===== src/rtl/i3c_tgt_sdr_enthdr_rx_if.sv =====
// ============================================================================
// Module  : i3c_tgt_sdr_enthdr_rx_if
// Brief   : Pad-side bus and status bundle of the I3C target SDR/ENTHDR receiver.
// Revision: 1.0 - initial release
// ============================================================================
`default_nettype none

interface i3c_tgt_sdr_enthdr_rx_if;
    logic       i_en;
    logic       i_scl;
    logic       i_sda;
    logic       i_hdr_exit;
    logic       o_sda_pull_low;
    logic       o_start_det;
    logic       o_stop_det;
    logic       o_ccc_valid;
    logic [7:0] o_ccc_code;
    logic       o_parity_err;
    logic       o_hdr_active;
    logic [2:0] o_hdr_mode;

    modport slave (
        input  i_en, i_scl, i_sda, i_hdr_exit,
        output o_sda_pull_low, o_start_det, o_stop_det, o_ccc_valid,
               o_ccc_code, o_parity_err, o_hdr_active, o_hdr_mode
    );

    modport master (
        output i_en, i_scl, i_sda, i_hdr_exit,
        input  o_sda_pull_low, o_start_det, o_stop_det, o_ccc_valid,
               o_ccc_code, o_parity_err, o_hdr_active, o_hdr_mode
    );
endinterface

`default_nettype wire


===== src/rtl/i3c_tgt_sdr_enthdr_rx.sv =====
// ============================================================================
// Module  : i3c_tgt_sdr_enthdr_rx
// Brief   : Oversampling I3C target SDR front end: START/Sr/STOP decode, broadcast
//           address ACK, CCC capture and ENTHDRx detection. Optional T-bit parity
//           enforcement is enabled by defining I3C_TGT_RX_PARITY_CHK_EN.
// Revision: 1.0 - initial release
// ============================================================================
`default_nettype none

module i3c_tgt_sdr_enthdr_rx #(
    parameter int         SYNC_STAGES     = 2,
    parameter int         ACK_RELEASE_DLY = 2,
    parameter logic [6:0] BCAST_ADDR      = 7'h7E
) (
    input  wire logic               i_sdr_clk,
    input  wire logic               i_sdr_rst_n,
    i3c_tgt_sdr_enthdr_rx_if.slave  bus
);

    localparam int c_rel_w = (ACK_RELEASE_DLY > 1) ? $clog2(ACK_RELEASE_DLY) : 1;
    localparam logic [c_rel_w-1:0] c_rel_load = c_rel_w'(ACK_RELEASE_DLY - 1);

    typedef enum logic [2:0] {
        ST_IDLE   = 3'd0,
        ST_ADDR   = 3'd1,
        ST_ACK    = 3'd2,
        ST_CCC    = 3'd3,
        ST_HDR    = 3'd4,
        ST_IGNORE = 3'd5
    } state_e;

    // Synchronisers reset to the idle-bus level so reset release never fakes an edge.
    logic [SYNC_STAGES-1:0] r_scl_sync, r_sda_sync;
    logic                   r_scl_d, r_sda_d;

    always_ff @(posedge i_sdr_clk or negedge i_sdr_rst_n) begin
        if (!i_sdr_rst_n) begin
            r_scl_sync <= '1;
            r_sda_sync <= '1;
            r_scl_d    <= 1'b1;
            r_sda_d    <= 1'b1;
        end else begin
            r_scl_sync <= {r_scl_sync[SYNC_STAGES-2:0], bus.i_scl};
            r_sda_sync <= {r_sda_sync[SYNC_STAGES-2:0], bus.i_sda};
            r_scl_d    <= r_scl_sync[SYNC_STAGES-1];
            r_sda_d    <= r_sda_sync[SYNC_STAGES-1];
        end
    end

    logic w_s_scl, w_s_sda, w_scl_rise, w_scl_fall, w_start, w_stop;
    assign w_s_scl    = r_scl_sync[SYNC_STAGES-1];
    assign w_s_sda    = r_sda_sync[SYNC_STAGES-1];
    assign w_scl_rise = w_s_scl & ~r_scl_d;
    assign w_scl_fall = ~w_s_scl & r_scl_d;
    assign w_start    = ~w_s_sda & r_sda_d & w_s_scl;
    assign w_stop     = w_s_sda & ~r_sda_d & w_s_scl;

    state_e               r_state, w_nxt_state;
    logic [3:0]           r_bit_cnt, w_nxt_bit_cnt;
    logic [7:0]           r_shift, w_nxt_shift;
    logic                 r_ack_bit, w_nxt_ack_bit;
    logic                 r_rel_busy, w_nxt_rel_busy;
    logic [c_rel_w-1:0]   r_rel_cnt, w_nxt_rel_cnt;
    logic                 r_pull, w_nxt_pull;
    logic                 r_start_det, w_nxt_start_det;
    logic                 r_stop_det, w_nxt_stop_det;
    logic                 r_ccc_valid, w_nxt_ccc_valid;
    logic [7:0]           r_ccc_code, w_nxt_ccc_code;
    logic                 r_parity_err, w_nxt_parity_err;
    logic                 r_hdr_active, w_nxt_hdr_active;
    logic [2:0]           r_hdr_mode, w_nxt_hdr_mode;

    logic [7:0] w_sh_in;
    logic       w_is_enthdr, w_perr, w_hdr_ok;
    assign w_sh_in     = {r_shift[6:0], w_s_sda};
    assign w_is_enthdr = (r_shift[7:3] == 5'b00100);

`ifdef I3C_TGT_RX_PARITY_CHK_EN
    // T must make the nine-bit {ccc, T} word odd parity.
    logic w_par_ok;
    assign w_par_ok = (w_s_sda == ~^r_shift);
    assign w_perr   = ~w_par_ok;
    assign w_hdr_ok = w_is_enthdr & w_par_ok;
`else
    assign w_perr   = 1'b0;
    assign w_hdr_ok = w_is_enthdr;
`endif

    always_comb begin
        w_nxt_state      = r_state;
        w_nxt_bit_cnt    = r_bit_cnt;
        w_nxt_shift      = r_shift;
        w_nxt_ack_bit    = r_ack_bit;
        w_nxt_rel_busy   = r_rel_busy;
        w_nxt_rel_cnt    = r_rel_cnt;
        w_nxt_pull       = r_pull;
        w_nxt_ccc_code   = r_ccc_code;
        w_nxt_hdr_active = r_hdr_active;
        w_nxt_hdr_mode   = r_hdr_mode;
        w_nxt_start_det  = w_start && (r_state != ST_HDR);
        w_nxt_stop_det   = w_stop;
        w_nxt_ccc_valid  = 1'b0;
        w_nxt_parity_err = 1'b0;

        case (r_state)
            ST_IDLE: begin
                if (w_start) begin
                    w_nxt_state   = ST_ADDR;
                    w_nxt_bit_cnt = 4'd0;
                    w_nxt_shift   = 8'd0;
                end
            end

            ST_ADDR, ST_ACK, ST_CCC: begin
                if (w_stop || w_start) begin
                    w_nxt_state    = w_stop ? ST_IDLE : ST_ADDR;
                    w_nxt_bit_cnt  = 4'd0;
                    w_nxt_shift    = 8'd0;
                    w_nxt_pull     = 1'b0;
                    w_nxt_ack_bit  = 1'b0;
                    w_nxt_rel_busy = 1'b0;
                end else if (r_state == ST_ADDR) begin
                    if (w_scl_rise) begin
                        w_nxt_shift   = w_sh_in;
                        w_nxt_bit_cnt = r_bit_cnt + 4'd1;
                        if (r_bit_cnt == 4'd7) begin
                            w_nxt_state   = (w_sh_in == {BCAST_ADDR, 1'b0}) ? ST_ACK : ST_IGNORE;
                            w_nxt_ack_bit = 1'b0;
                        end
                    end
                end else if (r_state == ST_ACK) begin
                    // First fall drives the ACK; the fall after the ACK bit arms the release delay.
                    if (r_rel_busy) begin
                        if (r_rel_cnt == '0) begin
                            w_nxt_pull     = 1'b0;
                            w_nxt_rel_busy = 1'b0;
                            w_nxt_ack_bit  = 1'b0;
                            w_nxt_state    = ST_CCC;
                            w_nxt_bit_cnt  = 4'd0;
                            w_nxt_shift    = 8'd0;
                        end else begin
                            w_nxt_rel_cnt = r_rel_cnt - c_rel_w'(1);
                        end
                    end else if (w_scl_rise) begin
                        w_nxt_ack_bit = 1'b1;
                        w_nxt_bit_cnt = r_bit_cnt + 4'd1;
                    end else if (w_scl_fall) begin
                        if (!r_ack_bit) begin
                            w_nxt_pull = 1'b1;
                        end else begin
                            w_nxt_rel_busy = 1'b1;
                            w_nxt_rel_cnt  = c_rel_load;
                        end
                    end
                end else begin
                    if (w_scl_rise) begin
                        w_nxt_shift   = w_sh_in;
                        w_nxt_bit_cnt = r_bit_cnt + 4'd1;
                        if (r_bit_cnt == 4'd8) begin
                            w_nxt_ccc_code   = r_shift;
                            w_nxt_ccc_valid  = 1'b1;
                            w_nxt_parity_err = w_perr;
                            if (w_hdr_ok) begin
                                w_nxt_hdr_active = 1'b1;
                                w_nxt_hdr_mode   = r_shift[2:0];
                                w_nxt_state      = ST_HDR;
                            end else begin
                                w_nxt_state = ST_IGNORE;
                            end
                        end
                    end
                end
            end

            ST_HDR: begin
                if (w_stop || bus.i_hdr_exit) begin
                    w_nxt_hdr_active = 1'b0;
                    w_nxt_state      = ST_IDLE;
                end
            end

            ST_IGNORE: begin
                if (w_stop) begin
                    w_nxt_state = ST_IDLE;
                end else if (w_start) begin
                    w_nxt_state   = ST_ADDR;
                    w_nxt_bit_cnt = 4'd0;
                    w_nxt_shift   = 8'd0;
                end
            end

            default: w_nxt_state = ST_IDLE;
        endcase

        if (!bus.i_en) begin
            w_nxt_state      = ST_IDLE;
            w_nxt_pull       = 1'b0;
            w_nxt_hdr_active = 1'b0;
            w_nxt_ack_bit    = 1'b0;
            w_nxt_rel_busy   = 1'b0;
            w_nxt_start_det  = 1'b0;
            w_nxt_stop_det   = 1'b0;
            w_nxt_ccc_valid  = 1'b0;
            w_nxt_parity_err = 1'b0;
            w_nxt_ccc_code   = r_ccc_code;
        end
    end

    always_ff @(posedge i_sdr_clk or negedge i_sdr_rst_n) begin
        if (!i_sdr_rst_n) begin
            r_state      <= ST_IDLE;
            r_bit_cnt    <= 4'd0;
            r_shift      <= 8'd0;
            r_ack_bit    <= 1'b0;
            r_rel_busy   <= 1'b0;
            r_rel_cnt    <= '0;
            r_pull       <= 1'b0;
            r_start_det  <= 1'b0;
            r_stop_det   <= 1'b0;
            r_ccc_valid  <= 1'b0;
            r_ccc_code   <= 8'd0;
            r_parity_err <= 1'b0;
            r_hdr_active <= 1'b0;
            r_hdr_mode   <= 3'd0;
        end else begin
            r_state      <= w_nxt_state;
            r_bit_cnt    <= w_nxt_bit_cnt;
            r_shift      <= w_nxt_shift;
            r_ack_bit    <= w_nxt_ack_bit;
            r_rel_busy   <= w_nxt_rel_busy;
            r_rel_cnt    <= w_nxt_rel_cnt;
            r_pull       <= w_nxt_pull;
            r_start_det  <= w_nxt_start_det;
            r_stop_det   <= w_nxt_stop_det;
            r_ccc_valid  <= w_nxt_ccc_valid;
            r_ccc_code   <= w_nxt_ccc_code;
            r_parity_err <= w_nxt_parity_err;
            r_hdr_active <= w_nxt_hdr_active;
            r_hdr_mode   <= w_nxt_hdr_mode;
        end
    end

    assign bus.o_sda_pull_low = r_pull;
    assign bus.o_start_det    = r_start_det;
    assign bus.o_stop_det     = r_stop_det;
    assign bus.o_ccc_valid    = r_ccc_valid;
    assign bus.o_ccc_code     = r_ccc_code;
    assign bus.o_parity_err   = r_parity_err;
    assign bus.o_hdr_active   = r_hdr_active;
    assign bus.o_hdr_mode     = r_hdr_mode;

endmodule

`default_nettype wire


===== src/flat_wrapper.sv =====
// flat-port wrapper written by rule: the top's interface ports become plain ports
module i3c_tgt_sdr_enthdr_rx_flat 
#(
    parameter int         SYNC_STAGES     = 2,
    parameter int         ACK_RELEASE_DLY = 2,
    parameter logic [6:0] BCAST_ADDR      = 7'h7E
)
  (i_sdr_clk, i_sdr_rst_n, bus_i_en, bus_i_scl, bus_i_sda, bus_i_hdr_exit, bus_o_sda_pull_low, bus_o_start_det, bus_o_stop_det, bus_o_ccc_valid, bus_o_ccc_code, bus_o_parity_err, bus_o_hdr_active, bus_o_hdr_mode);
  i3c_tgt_sdr_enthdr_rx_if bus_i ();
  input  wire logic i_sdr_clk;
  input  wire logic i_sdr_rst_n;
  input wire logic [$bits(bus_i.i_en)-1:0] bus_i_en;
  input wire logic [$bits(bus_i.i_scl)-1:0] bus_i_scl;
  input wire logic [$bits(bus_i.i_sda)-1:0] bus_i_sda;
  input wire logic [$bits(bus_i.i_hdr_exit)-1:0] bus_i_hdr_exit;
  output wire logic [$bits(bus_i.o_sda_pull_low)-1:0] bus_o_sda_pull_low;
  output wire logic [$bits(bus_i.o_start_det)-1:0] bus_o_start_det;
  output wire logic [$bits(bus_i.o_stop_det)-1:0] bus_o_stop_det;
  output wire logic [$bits(bus_i.o_ccc_valid)-1:0] bus_o_ccc_valid;
  output wire logic [$bits(bus_i.o_ccc_code)-1:0] bus_o_ccc_code;
  output wire logic [$bits(bus_i.o_parity_err)-1:0] bus_o_parity_err;
  output wire logic [$bits(bus_i.o_hdr_active)-1:0] bus_o_hdr_active;
  output wire logic [$bits(bus_i.o_hdr_mode)-1:0] bus_o_hdr_mode;
  assign bus_i.i_en = bus_i_en;
  assign bus_i.i_scl = bus_i_scl;
  assign bus_i.i_sda = bus_i_sda;
  assign bus_i.i_hdr_exit = bus_i_hdr_exit;
  assign bus_o_sda_pull_low = bus_i.o_sda_pull_low;
  assign bus_o_start_det = bus_i.o_start_det;
  assign bus_o_stop_det = bus_i.o_stop_det;
  assign bus_o_ccc_valid = bus_i.o_ccc_valid;
  assign bus_o_ccc_code = bus_i.o_ccc_code;
  assign bus_o_parity_err = bus_i.o_parity_err;
  assign bus_o_hdr_active = bus_i.o_hdr_active;
  assign bus_o_hdr_mode = bus_i.o_hdr_mode;
  i3c_tgt_sdr_enthdr_rx #(.SYNC_STAGES(SYNC_STAGES), .ACK_RELEASE_DLY(ACK_RELEASE_DLY), .BCAST_ADDR(BCAST_ADDR)) u_core (.i_sdr_clk(i_sdr_clk), .i_sdr_rst_n(i_sdr_rst_n), .bus(bus_i));
endmodule

===== config.mk =====
export PLATFORM = sky130hd
export DESIGN_NAME = i3c_tgt_sdr_enthdr_rx_flat
export DESIGN_NICKNAME = d
export VERILOG_FILES = /design/src/rtl/i3c_tgt_sdr_enthdr_rx_if.sv /design/src/rtl/i3c_tgt_sdr_enthdr_rx.sv /design/src/flat_wrapper.sv
export SDC_FILE = /design/constraint.sdc
export NUM_CORES = 1
export LEC_CHECK = 0
export CORE_MARGIN = 3
export CORE_UTILIZATION = 59
export CTS_CLUSTER_DIAMETER = 80
export DETAILED_ROUTE_END_ITERATION = 6
export GPL_ROUTABILITY_DRIVEN = 0
export GPL_TIMING_DRIVEN = 0
export MAX_ROUTING_LAYER = met4
export PLACE_DENSITY = 0.83
export SLEW_MARGIN = 0
export SYNTH_ARGS = -nofsm -noshare
export SYNTH_HDL_FRONTEND = slang
export SYNTH_SLANG_ARGS = --single-unit
export TNS_END_PERCENT = 30

===== constraint.sdc =====
create_clock -name i_sdr_clk -period 4.6 [get_ports i_sdr_clk]
set_input_delay 0.69 -clock i_sdr_clk [delete_from_list [all_inputs] [get_ports i_sdr_clk]]
set_output_delay 0.69 -clock i_sdr_clk [all_outputs]
set_load 0.005 [all_outputs]

* Word level (Yosys, flattened, before mapping)
Cells that the tools add are included.
** Word-level totals
- Register bits after elaboration :: 40
- Bits of input ports :: 6
- Logic and storage cells :: 178
** Cells by class
- Add/sub/neg operators :: 2
- Bitwise logic cells :: 13
- Muxes and demuxes :: 87
- Reduce and logical (&&, ||, !) cells :: 18
- Equality and inequality tests :: 41
** Operator list (number)
- $mux W8 :: 8
- $mux W1 :: 53
- $mux W3 :: 14
- $reduce_and A7 Y1 :: 5
- $mux W4 :: 8
- $pmux W8 S3 :: 1
- $ne A3 B2 Y1 const B :: 5
- $ne A3 B3 Y1 const B :: 4
- $ne A4 B1 Y1 const B :: 3
- $ne A4 B4 Y1 const B :: 3
- $ne A6 B6 Y1 const B :: 2
- $pmux W3 S4 :: 1
- $pmux W4 S3 :: 1
- $ne A5 B2 Y1 const B :: 2
- $ne A5 B5 Y1 const B :: 2
- $eq A8 B8 Y1 const B :: 1
- $reduce_and A8 Y1 :: 1
- $not A1 Y1 :: 7
- $and A1 B1 Y1 :: 6
- $eq A3 B2 Y1 const B :: 2
- $eq A3 B3 Y1 const B :: 2
- $ne A3 B1 Y1 const B :: 2
- $ne A6 B2 Y1 const B :: 1
- $ne A6 B3 Y1 const B :: 1
- 22 further kinds :: 26

* Depth between registers and ports, before layout
Gate-level depths: netlist (run 1).
- Word-level depth :: 10
- Gate-level depth with buffers :: 6
- Depth with buffers taken out :: 6

* Least setup slack after synthesis (run 1)
No wires, ideal clock.
- Path kind :: register -> register
- Start :: register u_core.r_sda_sync[1]
- End :: register u_core.r_shift[2]
- Arrival time :: 1.743 ns
- Stages on the path, launching flop included :: 7
- Path buffers :: 2
- Required time :: 4.479 ns
- Clock period less this slack :: 1.864 ns
- Path slack :: 2.736 ns
- Cell sequence :: dfstp_2 -> buf_2 -> xor2_1 -> a21oi_2 -> and3_2 -> buf_6 -> a22o_2
** Between the ends
- Cells in the longest elaborated chain, start to end :: 6
** Ends and longest elaborated chain
- start: declaration :: line i3c_tgt_sdr_enthdr_rx.sv:33 : logic [SYNC_STAGES-1:0] r_scl_sync, r_sda_sync;
- start signal: assignment :: line i3c_tgt_sdr_enthdr_rx.sv:44 : r_sda_sync <= {r_sda_sync[SYNC_STAGES-2:0], bus.i_sda};
- $not A1 Y1 :: line i3c_tgt_sdr_enthdr_rx.sv:55 : assign w_start = ~w_s_sda & r_sda_d & w_s_scl;
- $and A1 B1 Y1 (2 in series) :: line i3c_tgt_sdr_enthdr_rx.sv:55
- $logic_or A1 B1 Y1 or $mux W8 (tied branches)
- $ne A5 B2 Y1 (no source line), or another cell as far along
- $reduce_and A4 Y1 (no source line) or $pmux W8 S3 (tied branches)
- end signal: assignment :: line i3c_tgt_sdr_enthdr_rx.sv:228 : r_shift <= w_nxt_shift;
- end: declaration :: line i3c_tgt_sdr_enthdr_rx.sv:60 : logic [7:0] r_shift, w_nxt_shift;
Parallel ways exist; a longest one is shown, timed or not. The select of a mux whose other input is x is not followed.
A chain may end at the register's enable or synchronous reset.

* Worst setup path after layout (run 1)
- Start :: input port bus_i_en
- End :: register u_core.r_ccc_code[2], in the netlist u_core.bus.o_ccc_code[2]
** Between the ends
- Cells in the longest elaborated chain, start to end :: 1
** Ends and longest elaborated chain
- start: declaration :: line flat_wrapper.sv:12 : input wire logic [$bits(bus_i.i_en)-1:0] bus_i_en;
- $reduce_and A7 Y1 (no source line)
- end signal: assignment :: line i3c_tgt_sdr_enthdr_rx.sv:236 : r_ccc_code <= w_nxt_ccc_code;
- end: declaration :: line i3c_tgt_sdr_enthdr_rx.sv:68 : logic [7:0] r_ccc_code, w_nxt_ccc_code;
Every way passes these cells.

==> results of run 1 <==
-- cell families (layout without fill, tap and decap cells) --
logic type,Yosys count,count (layout),share of synthesized area
adder cells (fa/ha/maj),2,2,0.0123
AND/OR/NAND/NOR,57,57,0.175
multiplexers,13,13,0.0714
AO/OA/AOI/OAI,50,50,0.190
other,1,1,0.00185
flip-flops,40,40,0.496
buffers and inverters,19,48,0.0443
XOR/XNOR,2,2,0.00862
-- routing by layer --
layer | global-route usage | up-vias
met5 | - | -
met4 | 0.0871 | 0
met3 | 0.0607 | 13
met2 | 0.389 | 67
met1 | 0.312 | 810
li1 | - | 755
-- layout make-up --
cell class,instances,area (um^2)
flip-flops and latches,40,1010
well taps,44,55.1
multi-input cells,125,933
repair buffers,21,205
inverters,8,30.0
fillers,228,785
clock inverters,2,60.1
plain buffers,11,60.1
clock buffers,6,41.3
-- power by group through the flow --
stage | combinational, mW | clock (mW) | sequential (mW)
floorplan | 0.0487 | 0 | 0.374
global route | 0.0857 | 0.301 | 0.372
detailed placement | 0.0759 | 0 | 0.377
CTS | 0.0767 | 0.288 | 0.370
finish | 0.0773 | 0.283 | 0.370
global placement | 0.0735 | 0 | 0.376
-- placed cells by master (no fill, tap or decap), types with 3 or more instances in the layout --
master           synthesis  layout
dfrtp_1                 34      34
clkdlybuf4s50_1          0      20
mux2_2                  12      12
nand2_1                 10      10
inv_1                    8       8
a21oi_1                  8       8
buf_2                    6       7
o21ai_0                  6       6
nand3_1                  6       6
dfstp_2                  6       6
or4_1                    5       5
a22o_1                   5       5
clkbuf_4                 0       5
clkbuf_1                 3       4
nand2b_1                 4       4
nor2_1                   4       4
a22o_2                   4       4
nor4_1                   3       3
nor2b_1                  3       3
o31ai_1                  3       3
a31oi_1                  3       3
-- metrics by stage --
step	cell area, um^2	util	instances	worst slack, ns
after floorplan	2030	-	184	2.74
after global placement	2300	0.723	249	2.02
after detailed placement	2290	0.721	249	2.04
after CTS	2390	0.753	257	2.42
after global routing	2390	0.753	257	2.27
final	2390	0.753	257	2.36
-- final timing paths --
kind / cells past startpoint / endpoint / slack, ns / start
max: 5 / u_core.bus.o_ccc_code[2] / 2.36 / bus_i_en
min: 0 / u_core.r_sda_sync[1] / 0.36 / u_core.r_sda_sync[0]
max reg2reg: 5 / u_core.bus.o_ccc_code[2] / 2.38 / u_core.r_sda_sync[1]
min reg2reg: 0 / u_core.r_sda_sync[1] / 0.36 / u_core.r_sda_sync[0]
max in group asynchronous: 1 / u_core.r_bit_cnt[2] / 3.64 / i_sdr_rst_n
min in group asynchronous: 1 / u_core.bus.o_ccc_code[4] / 0.43 / i_sdr_rst_n
-- worst register-to-register path: cells and delay by family (launching register included) --
family                 cells  cell delay (ns)
AO/OA/AOI/OAI              1             0.28
XOR/XNOR                   1             0.47
buffers and inverters      1             0.20
flip-flops                 1             0.55
multiplexers               1             0.36
AND/OR/NAND/NOR            1             0.25
-- registers in the layout, summed over array words and instances, names as in the netlist --
name                       count
u_core.r_state                 3
u_core.r_scl_sync              2
u_core.r_rel_cnt               1
u_core.r_sda_sync              2
u_core.bus.o_hdr_mode          3
u_core.r_rel_busy              1
u_core.bus.o_hdr_active        1
u_core.r_scl_d                 1
u_core.bus.o_sda_pull_low      1
u_core.bus.o_stop_det          1
u_core.r_sda_d                 1
u_core.r_bit_cnt               4
u_core.r_ack_bit               1
u_core.bus.o_start_det         1
u_core.r_shift                 8
u_core.bus.o_ccc_valid         1
u_core.bus.o_ccc_code          8
==> flow_summary.toml, run 1 <==
[hold_path]
worstHoldPathType = "flop to flop"

[place]
io_buffer_count = 21
hpwl_um = 3170

[grt]
grt_max_degree = 41
first_global_vias = 1599
grt_pass1_wl_um = 7710
track_usage = 0.247
grt_remaining_overflow = 0
antenna_found_initial = 0

[die]
start_util = 0.639
io-pin-count = 23
dieHeight_um = 64.7
num_rows = 20
die-area_um2 = 4180
core_area_um2 = 3180
die_w_um = 64.7

[synth]
synth-warning-count = 0
synth_area_per_cell_um2 = 11.0
synth_area_leader_cell = "dfrtp_1"
yosysMostFrequentCell = "dfrtp_1"
ys_top_cells_by_count = "34 x dfrtp_1, 12 x mux2_2, 10 x nand2_1"
yosysSeqAreaShare = 0.496
synth.top_cell.area_share = 0.419
synth.net_count = 192
synthCells = 184
netlist_area_um2 = 2030
synth.area.top_cells = "dfrtp_1 42%, dfstp_2 7.8%, mux2_2 6.7%"
synth_edf_count = 0
ys.flop_type = "dfrtp_1"
synth_seq_cells = 40
async_flop_share = 1.00
synth_cell_type_count = 59

[route]
met1Wirelength_um = 1920
drc = 0
num_vias = 1645
routed.top_layer = "met4"
post_drt_via_cell_ratio = 6.40
wirelength_um = 4460
drt_iter0_drc = 153
wl_per_cell_um = 17.3
wl_met2_um = 2160
met3_wirelength_um = 266
ant_nets = 0
drt_pass1_iterations = 4

[worst_setup_path]
crit_buf_inv = 2
slowest_stage = "clkdlybuf4s50_1"
path_class = "primary input to flop"
crit_chain = "clkdlybuf4s50_1 > inv_1 > a21oi_1 > nand2_2 > mux2_2"
required_ns = 4.85
start_kind = "primary input"
cp_max_fo = 8
critPathMaxStageDelay_ns = 0.62
worstPathArrival_ns = 2.48
crit_family = "buffers and inverters"
critPathCaptureType = "flop"

[run]
max-cap-violations = 0

[sta]
period_needed_ns = 2.24
drv_slew = 0
skew_ns = 0.00632
rsz0062_at_grt = "false"
hold_viol_final = 0
worst_slew_pin_slew_ns = 0.853
fin_setup_tns_ns = 0
holdWs_ns = 0.363
max_freq_ghz = 0.447
setup_viol = 0
relSlewSlack = 0.431
finalCritPeriodShare = 0.486

[pwr]
power.leakage_nw = 1.03
power_switching_uw = 170
p_seq_frac = 0.507
powerDensity_nw_per_um2 = 305
ir_worst_vdd_v = 0.000228
clkPwrFrac = 0.388
p_int_uw = 560
combPwrFrac = 0.106
swShare = 0.233
power_uw = 731

[cells_and_area]
final_nets = 220
area_growth_pct = 17.8
drive_gt1_frac = 0.235
n_antenna_cell = 0

[clock_tree]
cts.sinks = 40
clock_latency_ns = 0.35
clockRootBuffer = "clkbuf_4"
cts_tree = "yes"
cts-htree-levels = 2
cts_made_buffers = 5
cts.clk_slew.worst_paths_ns = 0.11
cts_setup_buffers = 0
cts.path.max_buffers = 2
cts_hold_buf = 0
ctsResizeCount = 0

[outcome]
outcome = "completed"
(Power assumes the default switching activity.)
==> inputs of run 2 (changes only) <==
Settings changed: CORE_UTILIZATION 59 to 55, PLACE_DENSITY 0.83 to 0.78.
Clock period 4.6 ns to 2.26 ns, I/O delays scaled along.
==> run 2 against run 1 <==
  * Wire length down 0.83%
  * Final cell count increased by 0.78%
  * Flip-flop and latch count did not move
  * Clock power rose by 140%
  * Global-route usage shrank 2.1 points
  * Final area rose by 1.7%
  * Clock skew is 0.0022 ns higher
  * Via count down 1.5%
  * Sequential share of layout area decreased by 0.71 points
  * Largest power group unchanged
==> flow_summary.toml, run 2 (synthesized netlist as in run 1, its figures left out) <==
[outcome]
outcome = "completed"

[worst_setup_path]
crit_chain = "buf_2 > and3b_2 > a311oi_2 > a21o_2 > a22o_2"
r2r-start = "u_core.r_sda_sync[1]"
worstPathArrival_ns = 2.32
required_ns = 2.49
start_kind = "flop"
r2r_setup_slack_ns = 0.17
cp_max_fo = 9
critPathCaptureType = "flop"
critPathMaxStageDelay_ns = 0.63
cp_num_cells = 5
reg2reg_depth = 5
path_class = "flop to flop"
slowest_stage = "a311oi_2"
startpoint = "u_core.r_sda_sync[1]"
endpoint = "u_core.r_shift[4]"
reg2reg_to = "u_core.r_shift[4]"
crit_buf_inv = 1
crit_family = "compound AO/OA/AOI/OAI gates"

[pwr]
power_mw = 1.60
swShare = 0.225
powerDensity_nw_per_um2 = 655
clkPwrFrac = 0.428
combPwrFrac = 0.099
ir_worst_vdd_v = 0.000379
p_seq_frac = 0.473
p_int_mw = 1.24
power_switching_uw = 358
power.leakage_nw = 1.05

[grt]
grt_remaining_overflow = 0
antenna_found_initial = 0
grt_max_degree = 41
first_global_vias = 1548
track_usage = 0.226
grt_pass1_wl_um = 7310

[clock_tree]
cts.path.max_buffers = 2
cts.clk_slew.worst_paths_ns = 0.08
cts-htree-levels = 2
cts.sinks = 40
clockRootBuffer = "clkbuf_8"
cts_tree = "yes"
cts_hold_buf = 0
cts_made_buffers = 5
clock_latency_ns = 0.29

[die]
io-pin-count = 23
num_rows = 21
die-area_um2 = 4460
start_util = 0.590
core_area_um2 = 3440
die_w_um = 66.8
dieHeight_um = 66.8

[route]
drt_iter0_drc = 225
ant_nets = 0
wirelength_um = 4420
drt_pass1_iterations = 4
num_vias = 1620
post_drt_via_cell_ratio = 6.25
drc = 0
wl_per_cell_um = 17.1

[cells_and_area]
mostFrequentLayoutCell = "dfrtp_1"
area_growth_pct = 19.8
n_antenna_cell = 0
fillers = 262
final_nets = 220
seq_area_um2 = 1010
final_cell_mix = "34 x dfrtp_1, 20 x clkdlybuf4s50_1, 12 x mux2_2"
fin_cells = 259
drive_gt1_frac = 0.239
multi_input_area_um2 = 941

[sta]
setup_viol = 0
skew_ns = 0.00852
fin_setup_tns_ns = 0
holdWs_ns = 0.160
max_freq_ghz = 0.479
worst_slew_pin_slew_ns = 0.860
drv_slew = 0
relSlewSlack = 0.427
hold_viol_final = 0
period_needed_ns = 2.09
finalCritPeriodShare = 0.924
rsz0062_at_grt = "false"

[run]
max-cap-violations = 0

[place]
hpwl_um = 3070
io_buffer_count = 21
placed_cells_incl_taps = 251

[hold_path]
worstHoldPathType = "primary input to asynchronous set/reset pin"
run 2: cell count changes in the layout (fill, tap and decap cells not counted):
cell      before  now
xor2_2         0    1
clkbuf_8       0    5
xor2_1         1    0
clkbuf_4       5    0
run 2: power groups by stage:
stage                     Combinational, mW  Sequential, mW  Clock [mW]
final                                 0.158           0.754       0.683
after global routing                  0.174           0.756       0.728
after CTS                             0.157           0.753       0.695
after detailed placement              0.155           0.767           0
after global placement                0.150           0.765           0
after floorplan                      0.0992           0.762           0
run 2: cell type report:
class | count | share of cell area
inverter | 8 | 0.0123
clock buffer | 6 | 0.0298
tap | 46 | 0.0236
multi-input combinational | 125 | 0.386
buffer | 11 | 0.0247
timing repair buffer | 21 | 0.0843
sequential | 40 | 0.414
clock inverter | 2 | 0.0247
run 2: how the worst min path moves through the flow:
stage	start	to	slack, ns	cells past startpoint
finish	i_sdr_rst_n	u_core.bus.o_stop_det	0.16	1
global route	i_sdr_rst_n	u_core.bus.o_hdr_mode[0]	0.21	1
CTS	i_sdr_rst_n	u_core.bus.o_hdr_mode[0]	0.19	1
detailed placement	u_core.r_sda_sync[0]	u_core.r_sda_sync[1]	0.35	0
global placement	u_core.r_sda_sync[0]	u_core.r_sda_sync[1]	0.35	0
floorplan	i_sdr_rst_n	u_core.bus.o_ccc_code[0]	0.04	0
run 2: stage by stage:
step	worst slack [ns]	utilization	instance area, um^2
global route	0.0659	0.707	2430
global placement	-0.0302	0.668	2300
detailed placement	0.0607	0.667	2290
finish	0.171	0.707	2430
CTS	0.103	0.705	2430
floorplan	0.396	-	2030
run 2: worst register-to-register path, cell delays in order, from the launching register on:
cell and delay (ns):
dfstp_2 0.53, buf_2 0.20, and3b_2 0.25, a311oi_2 0.63, a21o_2 0.27, a22o_2 0.16
run 2: what timing repair did:
action	4_1_cts	5_1_grt
setup endpoints to repair	0	8
setup buffers	0	0
resized for setup	0	1
run 2: layer usage:
| layer | global-route usage | up-vias | share of wire | wire length, um |
|---|---|---|---|---|
| li1 | - | 749 | - | - |
| met5 | - | - | 0 | 0 |
| met3 | 0.0438 | 6 | 0.079 | 350 |
| met2 | 0.343 | 83 | 0.49 | 2160 |
| met4 | 0.114 | 0 | 0.010 | 46 |
| met1 | 0.288 | 782 | 0.42 | 1860 |
==> inputs of run 3 (changes only) <==
Settings changed: CORE_MARGIN 3 to 10, CORE_UTILIZATION 55 to 49, PLACE_DENSITY 0.78 to 0.71, SKIP_CTS_REPAIR_TIMING set to 1.
==> run 3 against run 2 <==
  * Wire length is 6.9% higher
  * Global-route usage decreased by 8.4 points
  * Critical path depth did not move
  * Count of clock-buffer cells in the layout unchanged
  * Clock skew is 0.0029 ns lower
  * Sequential share of layout area grew 0.54 points
  * Sequential power about the same
  * Critical endpoint is now u_core.r_shift[6]
==> flow_summary.toml, run 3 (synthesized netlist as in run 1, its figures left out) <==
[worst_setup_path]
startpoint = "u_core.r_sda_sync[1]"
reg2reg_to = "u_core.r_shift[6]"
worstPathArrival_ns = 2.34
reg2reg_depth = 5
crit_family = "compound AO/OA/AOI/OAI gates"
crit_chain = "buf_2 > and3b_2 > a311oi_2 > a21o_2 > a22o_2"
slowest_stage = "a311oi_2"
start_kind = "flop"
endpoint = "u_core.r_shift[6]"
r2r_setup_slack_ns = 0.16
cp_max_fo = 9
critPathMaxStageDelay_ns = 0.62
path_class = "flop to flop"
critPathCaptureType = "flop"
required_ns = 2.49
cp_num_cells = 5
crit_buf_inv = 1
r2r-start = "u_core.r_sda_sync[1]"

[clock_tree]
clock_latency_ns = 0.29
cts.clk_slew.worst_paths_ns = 0.08
cts.path.max_buffers = 2
cts_tree = "yes"
cts-htree-levels = 2
cts_made_buffers = 5
clockRootBuffer = "clkbuf_8"
cts.sinks = 40

[route]
num_vias = 1579
wl_per_cell_um = 18.0
wirelength_um = 4730
ant_nets = 0
post_drt_via_cell_ratio = 6.00
drt_pass1_iterations = 5
drc = 0
drt_iter0_drc = 177

[grt]
track_usage = 0.142
grt_max_degree = 41
grt_pass1_wl_um = 8210
grt_remaining_overflow = 0
first_global_vias = 1674
antenna_found_initial = 0

[pwr]
power.leakage_nw = 1.03
powerDensity_nw_per_um2 = 589
ir_worst_vdd_v = 0.000380
power_mw = 1.42

[die]
dieHeight_um = 84.4
io-pin-count = 23
die-area_um2 = 7120
start_util = 0.508
die_w_um = 84.4
num_rows = 23
core_area_um2 = 4000

[cells_and_area]
final_cell_mix = "34 x dfrtp_1, 20 x clkdlybuf4s50_1, 12 x mux2_2"
postLayoutCoreUtil = 0.601
mostFrequentLayoutCell = "dfrtp_1"
final_area_um2 = 2400
n_antenna_cell = 0
drive_gt1_frac = 0.244
final_nets = 220
area_growth_pct = 18.3

[sta]
worst_slew_pin_slew_ns = 0.860
rsz0062_at_grt = "false"
setup_viol = 0
skew_ns = 0.00567
finalCritPeriodShare = 0.930
relSlewSlack = 0.427
fin_ws_ns = 0.158
hold_viol_final = 0
fin_setup_tns_ns = 0
period_needed_ns = 2.10
drv_slew = 0
max_freq_ghz = 0.476

[place]
io_buffer_count = 21
pre_cts_ws_ns = -0.0128
place_area_um2 = 2300
hpwl_um = 3420

[run]
max-cap-violations = 0

[outcome]
outcome = "completed"

[hold_path]
worstHoldPathType = "primary input to asynchronous set/reset pin"
run 3: cell types whose count changed in the layout (fill, tap and decap cells not counted):
| cell | delta |
|---|---|
| inv_6 | +1 |
| clkbuf_1 | -1 |
| bufinv_16 | -2 |
| clkbuf_8 | +1 |
| clkinv_2 | +1 |
run 3: per-stage QoR:
step                      hold WS [ns]  cells
after floorplan                 0.0434    184
after global placement           0.345    255
after detailed placement         0.353    255
after CTS                        0.181    263
after global routing             0.218    263
final                            0.157    263
run 3: final cells by class:
class	instances	area [um^2]
fillers	319	1600
flip-flops and latches	40	1010
multi-input cells	125	941
repair buffers	21	205
clock buffers	6	82.6
well taps	50	62.6
plain buffers	11	60.1
inverters	8	30.0
clock inverters	2	13.8
run 3: layer usage:
metal | GRT usage | share of wire
met5 | - | 0
met4 | 0.0419 | 0.013
met3 | 0.0406 | 0.044
met2 | 0.222 | 0.50
met1 | 0.173 | 0.44
run 3: worst reg2reg max path: stages, from the launching register on:
cell and delay (ns):
dfstp_2 0.54, buf_2 0.20, and3b_2 0.25, a311oi_2 0.62, a21o_2 0.27, a22o_2 0.16
run 3: worst min path at each step:
stage	to	slack, ns	cells past startpoint
6_report	u_core.bus.o_ccc_code[4]	0.16	1
5_1_grt	u_core.bus.o_ccc_code[4]	0.22	1
4_1_cts	u_core.r_state[1]	0.18	1
3_5_place_dp	u_core.r_sda_sync[1]	0.35	0
3_3_place_gp	u_core.r_scl_sync[1]	0.35	0
2_1_floorplan	u_core.bus.o_ccc_code[0]	0.04	0
run 3: where the power goes:
| part | internal, mW | total (mW) | switching [mW] |
|---|---|---|---|
| registers | 0.737 | 0.754 | 0.0173 |
| clock network | 0.249 | 0.502 | 0.253 |
| logic | 0.0593 | 0.160 | 0.100 |
| total | 1.05 | 1.42 | 0.371 |
